**src/rtl/cpu_pkg.sv**
```systemverilog
// Shared CPU definitions: ALU op codes and the ID/EX buffer occupancy states.
package cpu_pkg;

   localparam int ALU_CTRL_W = 6;

   localparam logic [ALU_CTRL_W-1:0] ALU_NOP  = 6'd0;
   localparam logic [ALU_CTRL_W-1:0] ALU_ADD  = 6'd1;
   localparam logic [ALU_CTRL_W-1:0] ALU_SUB  = 6'd2;
   localparam logic [ALU_CTRL_W-1:0] ALU_AND  = 6'd7;
   localparam logic [ALU_CTRL_W-1:0] ALU_OR   = 6'd8;
   localparam logic [ALU_CTRL_W-1:0] ALU_SLL  = 6'd11;
   localparam logic [ALU_CTRL_W-1:0] ALU_SRL  = 6'd12;
   localparam logic [ALU_CTRL_W-1:0] ALU_BNE  = 6'd15;
   localparam logic [ALU_CTRL_W-1:0] ALU_BEQ  = 6'd16;
   localparam logic [ALU_CTRL_W-1:0] ALU_BLE  = 6'd17;
   localparam logic [ALU_CTRL_W-1:0] ALU_BLT  = 6'd18;
   localparam logic [ALU_CTRL_W-1:0] ALU_BGE  = 6'd19;
   localparam logic [ALU_CTRL_W-1:0] ALU_BGT  = 6'd20;
   localparam logic [ALU_CTRL_W-1:0] ALU_SLT  = 6'd24;
   localparam logic [ALU_CTRL_W-1:0] ALU_SLTU = 6'd25;

   typedef enum logic [1:0] {
      BUF_EMPTY,
      BUF_ONE,
      BUF_FULL
   } buf_state_t;

endpackage

```
**src/rtl/fwd_mux.sv**
```systemverilog
// Operand forward select: takes the committed ALU result when it targets this
// source register; register 0 is never forwarded.
module fwd_mux #(
   parameter int size    = 32,
   parameter int REGBITS = 5
) (
   input  logic               fwd_valid,
   input  logic [REGBITS-1:0] fwd_rd,
   input  logic [size-1:0]    fwd_data,
   input  logic [REGBITS-1:0] idx,
   input  logic [size-1:0]    val,
   output logic [size-1:0]    y
);

   always_comb begin
      y = val;
      if (fwd_valid && (fwd_rd != '0) && (fwd_rd == idx))
         y = fwd_data;
   end

endmodule

```
**src/rtl/id_ex_stage.sv**
```systemverilog
// Decode-to-execute stage: resolves operands at capture and holds them in a
// main + skid buffer so in_ready can be registered without losing throughput.
module id_ex_stage
   import cpu_pkg::*;
#(
   parameter int size    = 32,
   parameter int REGBITS = 5
) (
   input  logic                  clk,
   input  logic                  rst,
   input  logic                  flush,
   input  logic                  in_valid,
   output logic                  in_ready,
   input  logic [ALU_CTRL_W-1:0] in_alucontrol,
   input  logic [REGBITS-1:0]    in_rs_idx,
   input  logic [REGBITS-1:0]    in_rt_idx,
   input  logic [size-1:0]       in_rs_val,
   input  logic [size-1:0]       in_rt_val,
   input  logic [size-1:0]       in_imm,
   input  logic                  in_use_imm,
   input  logic [REGBITS-1:0]    in_rd,
   input  logic                  in_wb_en,
   input  logic                  fwd_valid,
   input  logic [REGBITS-1:0]    fwd_rd,
   input  logic [size-1:0]       fwd_data,
   output logic                  out_valid,
   input  logic                  out_ready,
   output logic [size-1:0]       a,
   output logic [size-1:0]       b,
   output logic [ALU_CTRL_W-1:0] alucontrol,
   output logic [REGBITS-1:0]    out_rd,
   output logic                  out_wb_en
);

   logic [size-1:0] res_a;
   logic [size-1:0] rt_fwd;
   logic [size-1:0] res_b;
   logic            accept;
   logic            issue;

   buf_state_t            state;
   logic [size-1:0]       skid_a;
   logic [size-1:0]       skid_b;
   logic [ALU_CTRL_W-1:0] skid_alu;
   logic [REGBITS-1:0]    skid_rd;
   logic                  skid_wb;

   fwd_mux #(.size(size), .REGBITS(REGBITS)) u_fwd_a (
      .fwd_valid (fwd_valid),
      .fwd_rd    (fwd_rd),
      .fwd_data  (fwd_data),
      .idx       (in_rs_idx),
      .val       (in_rs_val),
      .y         (res_a)
   );

   fwd_mux #(.size(size), .REGBITS(REGBITS)) u_fwd_b (
      .fwd_valid (fwd_valid),
      .fwd_rd    (fwd_rd),
      .fwd_data  (fwd_data),
      .idx       (in_rt_idx),
      .val       (in_rt_val),
      .y         (rt_fwd)
   );

   always_comb begin
      res_b  = in_use_imm ? in_imm : rt_fwd;
      accept = in_valid && in_ready;
      issue  = out_valid && out_ready;
   end

   // out_valid / in_ready are registered copies of (state != EMPTY / != FULL)
   always_ff @(posedge clk) begin
      if (rst) begin
         state      <= BUF_EMPTY;
         out_valid  <= 1'b0;
         in_ready   <= 1'b1;
         a          <= '0;
         b          <= '0;
         alucontrol <= ALU_NOP;
         out_rd     <= '0;
         out_wb_en  <= 1'b0;
         skid_a     <= '0;
         skid_b     <= '0;
         skid_alu   <= ALU_NOP;
         skid_rd    <= '0;
         skid_wb    <= 1'b0;
      end else if (flush) begin
         state      <= BUF_EMPTY;
         out_valid  <= 1'b0;
         in_ready   <= 1'b1;
         a          <= '0;
         b          <= '0;
         alucontrol <= ALU_NOP;
         out_rd     <= '0;
         out_wb_en  <= 1'b0;
      end else begin
         case (state)
            BUF_EMPTY: begin
               if (accept) begin
                  a          <= res_a;
                  b          <= res_b;
                  alucontrol <= in_alucontrol;
                  out_rd     <= in_rd;
                  out_wb_en  <= in_wb_en;
                  out_valid  <= 1'b1;
                  state      <= BUF_ONE;
               end
            end
            BUF_ONE: begin
               if (accept && issue) begin
                  a          <= res_a;
                  b          <= res_b;
                  alucontrol <= in_alucontrol;
                  out_rd     <= in_rd;
                  out_wb_en  <= in_wb_en;
               end else if (accept) begin
                  skid_a   <= res_a;
                  skid_b   <= res_b;
                  skid_alu <= in_alucontrol;
                  skid_rd  <= in_rd;
                  skid_wb  <= in_wb_en;
                  in_ready <= 1'b0;
                  state    <= BUF_FULL;
               end else if (issue) begin
                  out_valid <= 1'b0;
                  state     <= BUF_EMPTY;
               end
            end
            BUF_FULL: begin
               if (issue) begin
                  a          <= skid_a;
                  b          <= skid_b;
                  alucontrol <= skid_alu;
                  out_rd     <= skid_rd;
                  out_wb_en  <= skid_wb;
                  in_ready   <= 1'b1;
                  state      <= BUF_ONE;
               end
            end
            default: begin
               out_valid <= 1'b0;
               in_ready  <= 1'b1;
               state     <= BUF_EMPTY;
            end
         endcase
      end
   end

endmodule

```
**config.mk**
```make
export PLATFORM = sky130hd
export DESIGN_NAME = id_ex_stage
export DESIGN_NICKNAME = d
export VERILOG_FILES = /design/src/rtl/cpu_pkg.sv /design/src/rtl/fwd_mux.sv /design/src/rtl/id_ex_stage.sv
export SDC_FILE = /design/constraint.sdc
export NUM_CORES = 1
export LEC_CHECK = 0
export CORE_UTILIZATION = 47
export CTS_BUF_LIST = sky130_fd_sc_hd__clkbuf_8 sky130_fd_sc_hd__clkbuf_16
export DETAILED_ROUTE_END_ITERATION = 8
export GPL_TIMING_DRIVEN = 1
export PLACE_DENSITY = 0.83
export SLEW_MARGIN = 25
export SYNTH_ARGS = -nofsm -noshare
export SYNTH_HDL_FRONTEND = slang
export SYNTH_SLANG_ARGS = --single-unit
```
**constraint.sdc**
```tcl
create_clock -name clk -period 2 [get_ports clk]
set_input_delay 0.2 -clock clk [delete_from_list [all_inputs] [get_ports clk]]
set_output_delay 0.2 -clock clk [all_outputs]
set_load 0.005 [all_outputs]
```
* Word-level counts from Yosys, hierarchy flattened
Cells that the tools add are included.
** Operators by class
- Magnitude comparators :: 0
- Div/mod/pow operators :: 0
- Eq/ne operators :: 12
- Mux-type cells :: 38
- Bitwise gates (word level) :: 4
- Reduce and logical (&&, ||, !) cells :: 15
- Add/subtract/negate cells :: 0
- Shift operators :: 0
- Multiply operators :: 0
** Operator list (number)
- $mux 32 :: 9
- $pmux 32 s3 :: 2
- $mux 6 :: 3
- $pmux 6 s3 :: 1
- $reduce_and 4->1 :: 4
- $mux 5 :: 3
- $pmux 5 s3 :: 1
- $ne 2x2->1 const B :: 7
- $eq 5x5->1 :: 2
- $mux 1 :: 10
- $mux 2 :: 5
- $pmux 1 s3 :: 3
- $logic_and 1x1->1 :: 6
- $pmux 2 s3 :: 1
- $reduce_and 5->1 :: 1
- $reduce_bool 5->1 :: 1
- $not 1->1 :: 4
- $ne 3x3->1 const B :: 1
- $reduce_bool 3->1 :: 1
- $eq 2x1->1 const B :: 1
- $eq 2x2->1 const B :: 1
- $logic_not 2->1 :: 1
- $reduce_or 2->1 :: 1
** Word-level totals
- Memory bits (writable) :: 0
- Input bits :: 162
- Logic and storage cells :: 82
- Memories :: 0
- Flip-flop bits (word level) :: 156
- Bits in read-only memories :: 0
- Bits in latches :: 0

* Depth between registers and ports, before layout
Gate-level depths: netlist of the first run.
- Word-level depth :: 7
- Mapped depth :: 8
- Depth with buffers taken out :: 5

* Modules after synthesis
From an unflattened synthesis of the first run, not the netlist that was laid out.
** Unflattened totals
- Cell total of the unflattened synthesis :: 857
- Area, all modules :: 8648.3 um^2
** By module, submodules not included
- id_ex_stage :: area each 7459.7 um^2, times used 1, cells each 767
- fwd_mux :: area each 594.3 um^2, times used 2, cells each 45

* Worst setup path before layout of the first run
OpenSTA, ideal clock, no wires.
- Path kind :: input to register
- From :: in fwd_rd[0]
- To :: reg skid_b[10]
- Stages on the path :: 8
- Data arrival time :: 1.698 ns
- Path slack :: 0.170 ns
- Data required time :: 1.868 ns
- Path buffers :: 3
- Cell sequence :: or4_1 -> o21a_1 -> buf_6 -> a31o_1 -> buf_6 -> buf_6 -> o211ai_1 -> a21oi_1
** Between the ends
- Word-level cells in the longest chain between the ends :: 5
- Elaborated cells between the ends (all ways) :: 6
- Classes of those cells :: 1 x eq/ne; 2 x mux; 3 x reduce/logical
** RTL lines
- start: declaration :: line id_ex_stage.sv:24 : input logic [REGBITS-1:0] fwd_rd,
- $reduce_bool 5->1 :: line fwd_mux.sv:17 : if (fwd_valid && (fwd_rd != '0) && (fwd_rd == idx))
- $logic_and 1x1->1 :: line fwd_mux.sv:17
- $logic_and 1x1->1 * :: line fwd_mux.sv:17
- $mux 32 * :: line fwd_mux.sv:17
- $mux 32 * :: line id_ex_stage.sv:67 : res_b = in_use_imm ? in_imm : rt_fwd;
- end signal: assignment :: line id_ex_stage.sv:119 : skid_b <= res_b;
- end: declaration :: line id_ex_stage.sv:43 : logic [size-1:0] skid_b;
Mark *: on every way between the ends. The rest lies on a longest branch, timed or not.
A chain may end at the register's enable or synchronous reset.

* Final worst setup path of the first run
- From :: in fwd_rd[0]
- To :: reg skid_b[15]
The elaborated chain is that of the path after synthesis.

==> reports/metrics.cfg, run 1 <==
[floorplan]
rows=46
ios=240
start_util_pct=48.1
die_h_um=129
coreArea_mm2=0.0158
die_area_mm2=0.0167
die_w_um=129

[sta]
setup_violations=0
fin_skew_ps=6.99
fin_tns_setup_ps=0
fmax_mhz=520
tightest_slew_ps=901
slew_headroom_pct=40.0
rsz0062_at_grt=false
min_period_over_period_pct=96.1
fin_crit_ps=1920
final_hold_viol_count=0
fin_ws_ps=78.7
finalMaxSlewViolations=0

[route]
vias=8642
drt-met1-wl_mm=11.0
routedWlPerCell_um=19.5
routed_wirelength_mm=27.4
wl_met2_mm=12.8
routed.top_layer=met4
drt_pass1_iterations=6
drc_errors=0
post_drt_via_cell_ratio=6.16
drt_iter0_markers=807
drtAntennaViolNets=0
wl_met3_mm=2.49

[worst_setup_path]
cp_data_required_time_ps=2270
critPathKind=in2reg
cp-startpoint=fwd_rd[0]
slowest_delay_ps=550
startpoint_type=input pin
worst_r2r_path_depth=5
worst_path_max_delay_cell=or4_4
crit_chain=clkdlybuf4s50_1 > or4_4 > o21a_4 > a31o_2 > buf_6 > o211ai_1 > a21oi_1
arrival_ps=2190
r2r_end=skid_a[14]
r2r_start=state[0]
worstSetupEndpoint=skid_b[15]
critPathMaxFanout=14
rrSetupSlack_ps=120
endpoint_kind=flop

[synthesis]
netlist.top_cell.by_area=dfxtp_1
seq_area_frac_synth_pct=41.0
ys_types=40
synth_nets=1131
syn_avg_cell_area_um2=7.86
ys_ff_latch=156
netlist_instances=969
synth_top_area_share_pct=41.0
synthTopCellsByArea=dfxtp_1 (41%), nor3_1 (8.6%), a21oi_1 (7.4%)
mappedNetlistArea_mm2=0.00761
yosysWarningCount=0

[placed_design]
io_buffers=239
dp_slack_ps=-384
dpl-instance-area_mm2=0.0104
place_congestion=0.879
hpwl_mm=18.5

[final_layout]
antennaDiodeCount=0
fillCellCount=1230
multiInputGateArea_mm2=0.00410
final_layout_size_suffix_gt1_share_pct=11.4
ff_latch_area_mm2=0.00312
nets=1337
fin_area_mm2=0.0111
post-route-util_pct=69.8
area_growth_pct=45.2

[clocking]
holdBufCountCts=0
clk_path_buf_depth=2
clk_latency_ps=430
cts.sinks=156
ctsRootBufferMaster=clkbuf_16
cts_setup_buffers=0
cts_tree=done
cts_buffers=17
h-tree-depth=4
clk_pin_slew_ps=60

[power_and_ir_drop]
finalPower_mw=8.12
ir_drop_uv=600
p_leak_nw=3.80
p_per_area_mw_per_mm2=734

[global_routing]
grt_pass1_wl_mm=41.6
grt_max_degree=77
overflow=0
antenna_found_initial=0
grt_pass1_vias=7950
grt_util_all_layers_pct=32.3

[run_status]
outcome=completed

[run]
cap_violations=0

[hold_path]
hold_path_class=in2reg

-- worst min path at each step --
stage | from | depth (start not counted) | end | slack [ps]
floorplan | in_alucontrol[0] | 2 | skid_alu[0] | 340
global placement | skid_rd[3] | 2 | skid_rd[3] | 440
detailed placement | skid_alu[2] | 2 | skid_alu[2] | 450
CTS | rst | 4 | in_ready | 210
global route | rst | 4 | in_ready | 230
finish | rst | 4 | in_ready | 220
-- stage by stage --
step,hold WS (ps),instances
after CTS,211,1404
after global placement,442,1372
after floorplan,336,969
after detailed placement,448,1372
after global routing,233,1404
final,223,1404
-- placed cells by master, fill, tap and decap left out, types with 17 or more instances in the layout --
cell type	instances
o21ai_0	33
nor2b_1	32
buf_4	36
clkdlybuf4s50_1	237
nand2_1	85
clkbuf_16	17
a41oi_1	29
nor4_1	31
nor3_1	128
o221a_2	32
a21oi_1	113
o211ai_1	63
nor2_1	111
dfxtp_1	156
-- synthesized netlist by cell type --
cell type,n
o221a_2,32
nor2b_1,33
or3_1,1
clkbuf_1,72
and3b_1,1
buf_4,3
a22oi_2,1
o211ai_1,63
o21bai_1,1
buf_1,4
o22a_1,1
a41oi_1,32
buf_2,16
nand4_1,1
nor3_1,131
nand2_1,85
xor2_1,8
buf_6,8
a21boi_0,1
a21oi_1,113
o21a_1,1
o21ai_0,33
xnor2_1,2
nor2_1,113
and2_1,1
and4_1,1
o22ai_1,1
or2_2,1
nor4_1,31
o211ai_2,1
a21bo_2,1
dfxtp_1,156
mux2i_1,1
nand2_2,1
or4_1,1
a31o_1,1
a311oi_1,12
a211oi_1,1
nand3b_1,2
nand2b_1,1
-- kinds of logic after synthesis --
group,after synthesis,synth area share [%]
AOI/OAI and AO/OA,295,26.8
xor gates and xnor gates,10,1.15
buffers and inverters,103,6.28
DFF,156,41.0
muxes,1,0.131
and+or+nand+nor,404,24.7
-- repair_timing --
action / in CTS / in global routing
resized for setup: 1 / 7
cloned: 0 / 0
pin swaps: 0 / 1
setup endpoints to repair: 1 / 64
-- layout make-up --
type	count	share of cell area, %
clock buffers	18	3.97
clock inverters	14	1.61
multi-input cells	710	37.1
flip-flops and latches	156	28.3
well taps	216	2.44
repair buffers	290	26.6
-- flip-flops by register name, indices dropped and copies added, names as in the netlist --
signal	count
skid_wb	1
b	32
state	2
skid_rd	5
skid_alu	6
in_ready	1
out_wb_en	1
a	32
out_rd	5
skid_a	32
skid_b	32
out_valid	1
alucontrol	6
-- power breakdown --
part           leakage (nW)  internal (mW)  switching, mW  total (mW)
Combinational          2.22          0.723          0.692        1.41
Sequential             1.27           3.22         0.0653        3.28
Clock                 0.312           2.10           1.32        3.42
Total                  3.80           6.05           2.07        8.12
-- metal layers --
layer	GRT usage, %	up-vias
met1	41.9	4020
met5	0	-
met4	18.2	0
met2	51.1	541
li1	-	3996
met3	5.28	85
-- worst max-delay path, delay by kind of cell --
family,cells,cell delay [ps]
AO/OA/AOI/OAI,4,860
buffers and inverters,2,580
AND/OR/NAND/NOR,1,550
No activity file was read; power rests on OpenSTA's default activity.
==> run 2, diff against run 1 <==
Settings changed: ABC_CLOCK_PERIOD_IN_PS set to 2000.
==> results of run 2 <==
Final layout, timing and power as in run 1 (identical DEF).
